===== config.mk =====
export PLATFORM = sky130hd
export DESIGN_NAME = v_lv0_notify_queue
export DESIGN_NICKNAME = d
export VERILOG_FILES = /design/src/rtl/v_pkg.sv /design/src/rtl/v_lv0_notify_queue.sv
export SDC_FILE = /design/constraint.sdc
export NUM_CORES = 1
export LEC_CHECK = 0
export BUFFER_PORTS_ARGS = -buffer_cell sky130_fd_sc_hd__buf_2
export CAP_MARGIN = 20
export CORE_UTILIZATION = 53
export DETAILED_ROUTE_END_ITERATION = 7
export GPL_TIMING_DRIVEN = 0
export MAX_ROUTING_LAYER = met4
export PLACE_DENSITY = 0.76
export SYNTH_ARGS = -nofsm -noshare
export SYNTH_HDL_FRONTEND = slang
export SYNTH_SLANG_ARGS = --single-unit

===== constraint.sdc =====
create_clock -name clk -period 3 [get_ports clk]
set_input_delay 0.6 -clock clk [delete_from_list [all_inputs] [get_ports clk]]
set_output_delay 0.6 -clock clk [all_outputs]
set_load 0.01 [all_outputs]

===== src/rtl/v_pkg.sv =====
// ============================================================================
// Module      : v_pkg
// Description : Shared field types for the level-0 notify path.
// Revision    : 1.0
// ============================================================================
`default_nettype none

package v_pkg;
    typedef logic [7:0]  id_t;
    typedef logic [31:0] key_t;
    typedef logic [15:0] size_t;
endpackage

`default_nettype wire


===== src/rtl/v_lv0_notify_queue.sv =====
// ============================================================================
// Module      : v_lv0_notify_queue
// Description : Level-0 notify buffer with per-product coalescing behind the
//               head entry, valid/ack output and saturating drop counter.
// Revision    : 1.0
// ============================================================================
`default_nettype none

module v_lv0_notify_queue #(
    parameter int DEPTH  = 4,
    parameter int OVFL_W = 16
) (
    input  logic                         clk,
    input  logic                         rst_n,
    input  logic                         i_lv0_vld,
    input  v_pkg::id_t                   i_lv0_prod_id,
    input  v_pkg::key_t                  i_lv0_key,
    input  v_pkg::size_t                 i_lv0_size,
    output logic                         o_ntf_vld_r,
    output v_pkg::id_t                   o_ntf_prod_id_r,
    output v_pkg::key_t                  o_ntf_key_r,
    output v_pkg::size_t                 o_ntf_size_r,
    input  logic                         i_ntf_ack,
    output logic [$clog2(DEPTH+1)-1:0]   o_occ_r,
    output logic                         o_full_r,
    output logic [OVFL_W-1:0]            o_ovfl_cnt_r
);

    localparam int PTR_W = $clog2(DEPTH);
    localparam int OCC_W = $clog2(DEPTH+1);
    localparam logic [OCC_W-1:0] c_occ_full = OCC_W'(DEPTH);

    v_pkg::id_t   id_q   [DEPTH];
    v_pkg::key_t  key_q  [DEPTH];
    v_pkg::size_t size_q [DEPTH];
    v_pkg::id_t   id_d   [DEPTH];
    v_pkg::key_t  key_d  [DEPTH];
    v_pkg::size_t size_d [DEPTH];

    logic [PTR_W-1:0]  rd_ptr_q, rd_ptr_d;
    logic [PTR_W-1:0]  wr_ptr_q, wr_ptr_d;
    logic [OCC_W-1:0]  occ_q, occ_d;
    logic [OVFL_W-1:0] ovfl_q, ovfl_d;
    logic              full_q, full_d;
    logic              ntf_vld_q, ntf_vld_d;
    v_pkg::id_t        ntf_id_q, ntf_id_d;
    v_pkg::key_t       ntf_key_q, ntf_key_d;
    v_pkg::size_t      ntf_size_q, ntf_size_d;

    logic [DEPTH-1:0]  w_match;
    logic              w_any_match;
    logic              w_pop;
    logic              w_alloc;

    // An entry is a coalescing candidate only if it is live and not the head,
    // so the head fields never change under a stalled consumer.
    generate
        for (genvar g = 0; g < DEPTH; g++) begin : g_match
            logic [PTR_W-1:0] w_off;
            assign w_off      = PTR_W'(g) - rd_ptr_q;
            assign w_match[g] = (w_off != '0) && (OCC_W'(w_off) < occ_q) &&
                                (id_q[g] == i_lv0_prod_id);
        end
    endgenerate

    assign w_any_match = |w_match;
    assign w_pop       = ntf_vld_q & i_ntf_ack;

    always_comb begin
        id_d     = id_q;
        key_d    = key_q;
        size_d   = size_q;
        rd_ptr_d = rd_ptr_q;
        wr_ptr_d = wr_ptr_q;
        ovfl_d   = ovfl_q;
        w_alloc  = 1'b0;

        if (w_pop) begin
            rd_ptr_d = rd_ptr_q + 1'b1;
        end

        if (i_lv0_vld) begin
            if (w_any_match) begin
                for (int i = 0; i < DEPTH; i++) begin
                    if (w_match[i]) begin
                        key_d[i]  = i_lv0_key;
                        size_d[i] = i_lv0_size;
                    end
                end
            end else if ((occ_q != c_occ_full) || w_pop) begin
                w_alloc          = 1'b1;
                id_d[wr_ptr_q]   = i_lv0_prod_id;
                key_d[wr_ptr_q]  = i_lv0_key;
                size_d[wr_ptr_q] = i_lv0_size;
                wr_ptr_d         = wr_ptr_q + 1'b1;
            end else if (ovfl_q != '1) begin
                ovfl_d = ovfl_q + 1'b1;
            end
        end

        occ_d = occ_q;
        if (w_alloc && !w_pop) begin
            occ_d = occ_q + 1'b1;
        end else if (!w_alloc && w_pop) begin
            occ_d = occ_q - 1'b1;
        end

        full_d    = (occ_d == c_occ_full);
        ntf_vld_d = (occ_d != '0);
        // Head is taken from next-state storage so a coalesce into the entry
        // just behind a popped head is visible as soon as it becomes head.
        if (ntf_vld_d) begin
            ntf_id_d   = id_d[rd_ptr_d];
            ntf_key_d  = key_d[rd_ptr_d];
            ntf_size_d = size_d[rd_ptr_d];
        end else begin
            ntf_id_d   = '0;
            ntf_key_d  = '0;
            ntf_size_d = '0;
        end
    end

    always_ff @(posedge clk) begin
        if (!rst_n) begin
            for (int i = 0; i < DEPTH; i++) begin
                id_q[i]   <= '0;
                key_q[i]  <= '0;
                size_q[i] <= '0;
            end
            rd_ptr_q   <= '0;
            wr_ptr_q   <= '0;
            occ_q      <= '0;
            ovfl_q     <= '0;
            full_q     <= 1'b0;
            ntf_vld_q  <= 1'b0;
            ntf_id_q   <= '0;
            ntf_key_q  <= '0;
            ntf_size_q <= '0;
        end else begin
            id_q       <= id_d;
            key_q      <= key_d;
            size_q     <= size_d;
            rd_ptr_q   <= rd_ptr_d;
            wr_ptr_q   <= wr_ptr_d;
            occ_q      <= occ_d;
            ovfl_q     <= ovfl_d;
            full_q     <= full_d;
            ntf_vld_q  <= ntf_vld_d;
            ntf_id_q   <= ntf_id_d;
            ntf_key_q  <= ntf_key_d;
            ntf_size_q <= ntf_size_d;
        end
    end

    a_single_match : assert property (@(posedge clk) disable iff (!rst_n)
        i_lv0_vld |-> $onehot0(w_match));

    assign o_ntf_vld_r     = ntf_vld_q;
    assign o_ntf_prod_id_r = ntf_id_q;
    assign o_ntf_key_r     = ntf_key_q;
    assign o_ntf_size_r    = ntf_size_q;
    assign o_occ_r         = occ_q;
    assign o_full_r        = full_q;
    assign o_ovfl_cnt_r    = ovfl_q;

endmodule

`default_nettype wire


---- Word-level counts from Yosys, hierarchy flattened ----
Cells that the tools add are included.
storage, ports and cells
  register bits ........................... 305
  bits in latches ......................... 0
  bits in writable memories ............... 0
  bits in read-only memories .............. 0
  input port bits ......................... 60
  output and inout bits ................... 77
  logic and storage cells ................. 113
  memories kept ........................... 0
operators by class
  add/subtract/negate cells ............... 9
  $mul .................................... 0
  divide/modulo/power cells ............... 0
  $lt $le $gt $ge ......................... 7
  eq/ne operators ......................... 7
  shift-type cells ........................ 0
  muxes and demuxes ....................... 41
  bitwise operators ....................... 5
  reduce and logical (&&, ||, !) cells .... 23
operators with widths
  kind                   count
  $mux 128               3
  $mux 32                10
  $mux 64                3
  $bwmux 128             1
  $mux 16                7
  $bmux 32 s2            1
  $bwmux 64              1
  $demux 32 s2           1
  $bmux 16 s2            1
  $bwmux 32              1
  $demux 16 s2           1
  $eq 8x8->1             4
  $mux 8                 3
  $add 16x1->16 const B  1
  $bmux 8 s2             1
  $demux 8 s2            1
  $ne 16x16->1 const B   1
  $lt 2x3->1             4
  $logic_and 1x1->1      11
  $reduce_bool 2->1      4
  $ge 3x3->1 const B     2
  $mux 3                 2
  $not 2->3              2
  $add 2x1->2 const B    2
  other kinds (18)       24

---- Logic depth before layout (Yosys ltp) ----
Gate-level depths: netlist (run 1).
  word-level depth ........................ 13
  gate-level depth with buffers ........... 13
  gate-level depth less buffers ........... 11

---- Least setup slack after synthesis (run 1) ----
Ideal clock, no wire load.
  path type ............................... register to register
  start point ............................. register rd_ptr_q[0]
  end point ............................... register ntf_key_q[10], in the netlist o_ntf_key_r[10]
  setup time .............................. 0.129 ns
  data arrival time ....................... 2.741 ns
  data required time ...................... 2.871 ns
  setup slack ............................. 0.130 ns
  cell stages (with the launch flop) ...... 13
  path buffers ............................ 1
  clock period less this slack ............ 2.870 ns
  cells stage by stage .................... dfxtp_1 > inv_1 > ha_1 > inv_1 > ha_1 > a21oi_1 > o2111ai_2 > nor4b_1 > or2_1 > nor2_1 > buf_4 > a222oi_1 > a21oi_2
on the way
  word-level cells in the longest chain between the ends .. 13
  elaborated cells between the ends (all ways) .. 42
  classes of those cells .................. add/sub: 5; order compare: 4; mux: 14; bitwise: 1; reduce/logical: 18
ends and longest elaborated chain
  what                                                    line                       RTL
  start: declaration                                      v_lv0_notify_queue.sv:40   logic [PTR_W-1:0] rd_ptr_q, rd_ptr_d;
  start signal: assignment                                v_lv0_notify_queue.sv:143  rd_ptr_q <= rd_ptr_d;
  $sub 1x2->2 / $sub 2x2->2 (equally long branches)       v_lv0_notify_queue.sv:60   assign w_off = PTR_W'(g) - rd_ptr_q;
  $lt 2x3->1 / $reduce_bool 2->1 (equally long branches)  v_lv0_notify_queue.sv:61   assign w_match[g] = (w_off != '0) && (OCC_W'(w_off) < occ_q) &&
  $logic_and 1x1->1 (2 in a row)                          v_lv0_notify_queue.sv:61
  $reduce_or 4->1                                         v_lv0_notify_queue.sv:66   assign w_any_match = |w_match;
  $mux 1                                                  v_lv0_notify_queue.sv:83   if (w_any_match) begin
  $mux 1                                                  v_lv0_notify_queue.sv:82   if (i_lv0_vld) begin
  $logic_not 1->1                                         v_lv0_notify_queue.sv:104  end else if (!w_alloc && w_pop) begin
  $logic_and 1x1->1                                       v_lv0_notify_queue.sv:104
  $mux 3                                                  v_lv0_notify_queue.sv:104
  $mux 3                                                  v_lv0_notify_queue.sv:102  if (w_alloc && !w_pop) begin
  $reduce_bool 3->1                                       v_lv0_notify_queue.sv:109  ntf_vld_d = (occ_d != '0);
  $reduce_and 2->1 (no source line)                       n/a
  end signal: assignment                                  v_lv0_notify_queue.sv:150  ntf_key_q <= ntf_key_d;
  end: declaration                                        v_lv0_notify_queue.sv:47   v_pkg::key_t ntf_key_q, ntf_key_d;
Several ways; a longest one is shown, not always the timed one. The select of a mux whose other input is x is not followed.
A chain may end at the register's enable or synchronous reset.

---- Worst setup path after layout (run 1) ----
  start point ............................. register rd_ptr_q[1]
  end point ............................... register ntf_size_q[1], in the netlist o_ntf_size_r[1]
on the way
  word-level cells in the longest chain between the ends .. 13
  elaborated cells between the ends (all ways) .. 42
  classes of those cells .................. add/sub: 5; order compare: 4; mux: 14; bitwise: 1; reduce/logical: 18
ends and longest elaborated chain
  what                                                    line                       RTL
  $sub 1x2->2 / $sub 2x2->2 (equally long branches)       v_lv0_notify_queue.sv:60
  $lt 2x3->1 / $reduce_bool 2->1 (equally long branches)  v_lv0_notify_queue.sv:61
  $logic_and 1x1->1 (2 in a row)                          v_lv0_notify_queue.sv:61
  $reduce_or 4->1                                         v_lv0_notify_queue.sv:66
  $mux 1                                                  v_lv0_notify_queue.sv:83
  $mux 1                                                  v_lv0_notify_queue.sv:82
  $logic_not 1->1                                         v_lv0_notify_queue.sv:104
  $logic_and 1x1->1                                       v_lv0_notify_queue.sv:104
  $mux 3                                                  v_lv0_notify_queue.sv:104
  $mux 3                                                  v_lv0_notify_queue.sv:102
  $reduce_bool 3->1                                       v_lv0_notify_queue.sv:109
  $reduce_and 2->1 (no source line)                       n/a
  end signal: assignment                                  v_lv0_notify_queue.sv:151  ntf_size_q <= ntf_size_d;
  end: declaration                                        v_lv0_notify_queue.sv:48   v_pkg::size_t ntf_size_q, ntf_size_d;
Several ways; a longest one is shown, not always the timed one. The select of a mux whose other input is x is not followed.

==> run metrics, run 1 <==
status=complete, but fails checks; failing checks=design-rule violations; Post-Synthesis Cells=between 1.5k and 2k; Routed WL=39,300 um; PwrDens=between 700 and 800 nW/um2; xor/xnor share of the synthesized area=approximately 3.4%; Via density=about 6; # IOs=about 140; Setup Skew=a little under 0.02 ns; share of post-route cells with drive strength above 1=a little under a quarter; Hold Buf Count CTS=0; routed vias=roughly 12k; relative slew slack=48.9%; Setup TNS=0 ns; RSZ-0062 raised after global routing=true; Port Buffer Count=~130; Die ar.=around 26,000 um2; WL/cell=between 15 and 20 um; CP Capture Type=register; initial core utilization=between 50 and 60%; Post-synth EDFFs=0; # clock sinks=between 300 and 400; pin count of the biggest net entering global routing=16; worst skew pair latency=a little under 0.6 ns; CTS Buf Count=31; initial antenna violation count=4; Placement Rows=57; Die X=between 150 and 200 um; Startpoint Class=register; Worst Path Required=between 3 and 4 ns; max-slew violations=0; most common cell after layout, fill and taps aside=nand2_1; mux cell area share after synthesis=roughly 3.1%; main combinational cell family by area after synthesis=compound AO/OA/AOI/OAI gates; residual DRC count=4; worst vdd ir=0.000462 V; HP Class=input port to register; slowest CP cell=dfxtp_4; crit path setup slack, layout=0.0304 ns; H-tree depth=1; pre-CTS WS=-0.589 ns; vias in the first global route=~12k; final setup fails=0; Filler Cell Count=just over 2k; simple-gate area share of the yosys netlist=~17%; CTS tree=yes; post-synthesis sequential area ratio=46.1%; Routed Antenna Nets=0; Die Height=~160 um; DRT iter0 DRCs=1,435; Post-layout nets=1,791; Period minus WS final=about 3 ns; hpwl dp=approximately 26,000 um; P&R area growth vs syn=19.5%; worst-path cell chain=inv_6 > ha_4 > ha_1 > a21oi_2 > o2111a_2 > o41a_1 > nor2_4 > nor3_4 > buf_4 > a222oi_1 > a21oi_2; drt pass-1 iters=8; Worst Tran Pin Value=0.763 ns; dominant synthesized flop cell=dfxtp_1; most used cell, CP=a21oi_2; Ys Warns=0; Routability Congestion=0.891; Synth Area in Adders=between 1.5 and 2%; Post-Syn Area=~13,000 um2; syn_nets=between 1.5k and 2k; fin util=approximately two thirds; Largest stage delay, worst path=roughly 0.4 ns; post-synthesis compound-gate area fraction=a little under a quarter; fmax=roughly 340 MHz; ys async rst share=0%; Placeable Area=roughly 24,000 um2; MaxCap Viol Count=0; Synth cell types=between 60 and 70; CP Data Arrival Time=3.41 ns; most frequent cells in the layout=nand2_1 (395), dfxtp_1 (301), a21oi_1 (224); Static Leak=between 6 and 7 nW; clock transition at the registers of the reported paths=about 0.070 ns; global route overflow=0; Root Buffer=clkbuf_16; Avg Inst Size Synth=approximately 8.6 um2; worst-path maximum fanout=10; worst-case clock buffer depth=3; register bit count reported by yosys=between 300 and 400; Global Route Usage Sum=a little under a third; first-pass GRT wire length=~61,000 um; Final Hold Viols=0; Final period util=99.0%; CP Class=register to register
per-stage QoR:
stage	hold WS, ns	cell area [um2]	instances	power [W]
after floorplan	0.431	13200	1540	0.00694
after global placement	0.437	14300	1992	0.00795
after detailed placement	0.444	14300	1992	0.00799
after CTS	0.303	15600	2053	0.0121
after global routing	0.314	15800	2065	0.0128
final	0.313	15800	2065	0.0123
cell usage after synthesis (5+ instances only):
cell	instances	area share (%)
a21oi_1	229	8.7
a21oi_2	23	1.5
a222oi_1	41	3.1
and2_1	7	0.33
and3_1	6	0.28
buf_1	6	0.17
buf_2	34	1.3
buf_4	11	0.62
buf_6	15	1.3
clkbuf_1	53	1.5
dfxtp_1	305	46
ha_1	16	1.5
inv_1	12	0.34
mux2i_1	39	2.9
nand2_1	396	11
nand3_1	11	0.42
nor2_1	62	1.8
nor3_1	10	0.38
o211ai_1	8	0.45
o21a_1	19	1.1
o21ai_0	53	2.0
o21ai_1	5	0.19
o221a_2	42	3.6
o221ai_1	14	0.93
o22a_1	6	0.40
or3_1	11	0.52
xnor2_1	10	0.66
xor2_1	36	2.4
routing by layer:
| layer | vias to the layer above | global-route usage (%) | wire length, um |
|---|---|---|---|
| li1 | 5770 | - | - |
| met5 | - | - | 0 |
| met2 | 624 | 45.9 | 18000 |
| met1 | 5877 | 40.0 | 16500 |
| met3 | 89 | 4.44 | 3580 |
| met4 | 0 | 11.9 | 1180 |
layout make-up:
| cell class | instances | area (um2) | area share (%) |
|---|---|---|---|
| clock buffers | 46 | 952 | 6.02 |
| flip-flops and latches | 305 | 6120 | 38.7 |
| well taps | 324 | 405 | 2.56 |
| repair buffers | 144 | 771 | 4.87 |
| multi-input cells | 1103 | 6710 | 42.4 |
| diodes | 4 | 10.0 | 0.0633 |
| plain buffers | 117 | 693 | 4.38 |
| clock inverters | 9 | 106 | 0.672 |
| inverters | 13 | 61.3 | 0.387 |
registers in the layout, summed over array words and instances, names as in the netlist, 2 cells and up:
name and count:
id_q 32, key_q 128, o_ntf_key_r 32, o_ntf_prod_id_r 8
o_ntf_size_r 16, o_occ_r 3, o_ovfl_cnt_r 16, rd_ptr_q 2
size_q 64, wr_ptr_q 2
cells by family (layout without fill, tap and decap cells):
| kind of cell | count (synthesis) | after routing |
|---|---|---|
| XOR/XNOR | 49 | 49 |
| adder cells (fa/ha/maj) | 16 | 16 |
| buffers and inverters | 132 | 329 |
| multiplexers | 41 | 41 |
| other | 0 | 4 |
| flip-flops | 305 | 305 |
| AND/OR/NAND/NOR | 531 | 531 |
| AO/OA/AOI/OAI | 466 | 466 |
final timing paths:
path | start | to | slack, ns | cells past startpoint
min | i_lv0_size[15] | size_q[31]$_SDFF_PN0_ | 0.31 | 3
max | rd_ptr_q[1]$_SDFF_PN0_ | o_ntf_size_r[1]$_SDFF_PN0_ | 0.03 | 11
min reg2reg | key_q[25]$_SDFF_PN0_ | key_q[25]$_SDFF_PN0_ | 0.45 | 2
max reg2reg | rd_ptr_q[1]$_SDFF_PN0_ | o_ntf_size_r[1]$_SDFF_PN0_ | 0.03 | 11
worst max-delay path: cells and delay by family (launching register included):
kind	cells	cell delay, ns
AO/OA/AOI/OAI	5	1.26
adder cells (fa/ha/maj)	2	0.56
buffers and inverters	2	0.29
flip-flops	1	0.40
AND/OR/NAND/NOR	2	0.33
where the power goes:
| group | internal (W) | switching [W] | total [W] |
|---|---|---|---|
| logic | 0.00145 | 0.00218 | 0.00363 |
| clock network | 0.00235 | 0.00162 | 0.00397 |
| registers | 0.00450 | 0.000202 | 0.00470 |
repair_timing:
action | CTS | global route
pin swaps | 13 | 15
gates resized for setup | 65 | 44
cloned | 0 | 1
endpoints found under the setup margin | 261 | 191
hold endpoints to repair | 0 | 0
buffers inserted | 6 | 9
Power figures use the tool's default switching activity.
==> run 2: changes to the inputs <==
--- a/config.mk
+++ b/config.mk
@@ -7,5 +7,4 @@
 export LEC_CHECK = 0
 export BUFFER_PORTS_ARGS = -buffer_cell sky130_fd_sc_hd__buf_2
-export CAP_MARGIN = 20
 export CORE_UTILIZATION = 53
 export DETAILED_ROUTE_END_ITERATION = 7
==> constraint.sdc (replaced) <==
create_clock -name clk -period 3 [get_ports clk]
set_input_delay 0.15 -clock clk [delete_from_list [all_inputs] [get_ports clk]]
set_output_delay 0.15 -clock clk [all_outputs]
set_load 0.01 [all_outputs]
==> run 2 against run 1 <==
  * The flow finishes with violations (negative setup slack)
  * Clock skew shrank 0.0032 ns
  * First-iteration DRC count grew 7.1%
  * Hold slack lost 0.21 ns
  * Total power grew 0.45%
  * Sequential power is essentially flat
  * Die area is the same
  * Combinational power grew 2%
  * Design area grew 3.9%
==> run metrics, run 2 (synthesized netlist as in run 1, its figures left out) <==
Total Power=approximately 0.012 W; Port Buffer Count=between 100 and 150; global route overflow=0; Die X=roughly 160 um; CP Data Arrival Time=~3.5 ns; WL/cell=18.7 um; MaxCap Viol Count=0; Period minus WS final=between 3 and 4 ns; most common cell after layout, fill and taps aside=nand2_1; fin cells=approximately 2.1k; Placeable Area=24,400 um2; Startpoint Class=register; DRT iter0 DRCs=roughly 1.5k; share of post-route cells with drive strength above 1=between 20% and 30%; routed vias=about 13k; Static Leak=about 6.3 nW; worst-case clock buffer depth=3; initial core utilization=between 50% and 60%; drt pass-1 iters=7; worst-path maximum fanout=6; final setup fails=10; H-tree depth=1; CP Class=register to register; Placed Area=~14,000 um2; Global Route Usage Sum=approximately 30%; # IOs=137; Final Hold Viols=0; Worst Tran Pin Value=around 0.77 ns; RSZ-0062 raised after global routing=true; Worst Path Required=between 3 and 4 ns; Via density=5.94; max-slew violations=0; initial antenna violation count=1; worst vdd ir=about 0.00046 V; pin count of the biggest net entering global routing=16; Sequential Area=slightly above 6000 um2; HP Class=input port to register; placed insts=between 1.5k and 2k; vias in the first global route=11.8k; P&R area growth vs syn=24.1%; clock transition at the registers of the reported paths=approximately 0.060 ns; Top Registers=key_q: 128 flops, size_q: 64 flops; CTS Buf Count=31; Die ar.=~26,000 um2; first-pass GRT wire length=about 62,000 um; max reg flops=between 100 and 150; residual DRC count=0; Filler Cell Count=1,955; CP Capture Type=register; Routed WL=~40,000 um; Post-layout nets=1,852; Final period util=102%; Finished Cell Area=16,400 um2; # clock sinks=about 310; crit path setup slack, layout=-0.0696 ns; fmax=between 300 and 400 MHz; PwrDens=about 750 nW/um2; relative slew slack=approximately half; Root Buffer=clkbuf_16; failing checks=negative setup slack; Most flops, register=key_q; Routed Antenna Nets=0; Die Height=160 um; Placement Rows=57; status=complete, but fails checks; Setup Skew=around 0.017 ns; hpwl dp=26,300 um; most frequent cells in the layout=nand2_1 (393), dfxtp_1 (301), a21oi_1 (224); worst skew pair latency=0.57 ns; Routability Congestion=between 0.8 and 0.9; Setup TNS=-0.242 ns; combined area of the multi-input logic cells=roughly 6700 um2; CTS tree=yes
-- run 2: cell count changes in the layout (fill, tap and decap cells not counted), sizes merged --
cell | before | now
dlygate4sd3 | 0 | 57
diode | 4 | 1
clkbuf | 96 | 101
buf | 211 | 210
-- run 2: report_power, final --
part	switching [W]	leakage, nW	internal, W	total, W
clock	0.00161	0.529	0.00235	0.00396
sequential	0.000204	2.48	0.00450	0.00470
combinational	0.00219	3.32	0.00150	0.00369
-- run 2: layout make-up --
type | instances | share of cell area, %
multi-input cells | 1103 | 40.8
flip-flops and latches | 305 | 37.2
repair buffers | 205 | 8.48
clock buffers | 46 | 5.79
plain buffers | 117 | 4.19
well taps | 324 | 2.47
clock inverters | 9 | 0.647
inverters | 13 | 0.388
diodes | 1 | 0.0152
-- run 2: routing by layer --
| layer | GRT usage (%) | vias up | part of all wire [%] |
|---|---|---|---|
| li1 | - | 5896 | - |
| met1 | 40.6 | 5953 | 42 |
| met2 | 46.8 | 670 | 46 |
| met3 | 4.03 | 99 | 8.7 |
| met4 | 11.9 | 0 | 3.1 |
| met5 | - | - | 0 |
-- run 2: final timing paths --
kind | slack [ns] | end | cells after the start | start
setup / recovery | -0.07 | o_ntf_key_r[24]$_SDFF_PN0_ | 10 | id_q[4]$_SDFF_PN0_
hold / removal | 0.10 | size_q[46]$_SDFF_PN0_ | 4 | i_lv0_vld
setup reg to reg | -0.07 | o_ntf_key_r[24]$_SDFF_PN0_ | 10 | id_q[4]$_SDFF_PN0_
hold reg to reg | 0.45 | key_q[25]$_SDFF_PN0_ | 2 | key_q[25]$_SDFF_PN0_
-- run 2: per-stage QoR --
step | setup WS (ns) | hold slack [ns] | utilization [%]
2_1_floorplan | 0.130 | 0.272 | -
3_3_place_gp | -0.483 | 0.437 | 58.6
3_5_place_dp | -0.565 | 0.444 | 58.6
4_1_cts | 0.00141 | 0.132 | 66.4
5_1_grt | -0.0704 | 0.130 | 67.4
6_report | -0.0696 | 0.104 | 67.4
-- run 2: timing repair --
| item | 4_1_cts | 5_1_grt |
|---|---|---|
| endpoints found under the hold margin | 260 | 0 |
| pin swaps | 13 | 18 |
| resized for setup | 65 | 41 |
| hold buffers | 57 | 0 |
| endpoints found under the setup margin | 261 | 194 |
| cloned | 0 | 2 |
| setup buffers | 6 | 12 |
-- run 2: critical path: stages (launching register included) --
cell       delay, ns
dfxtp_1         0.33
xor2_1          0.15
nor3_1          0.55
nand4_1         0.40
nor2_1          0.43
or2_4           0.22
nor2_4          0.08
buf_6           0.14
clkbuf_16       0.14
a222oi_1        0.39
a21oi_2         0.09
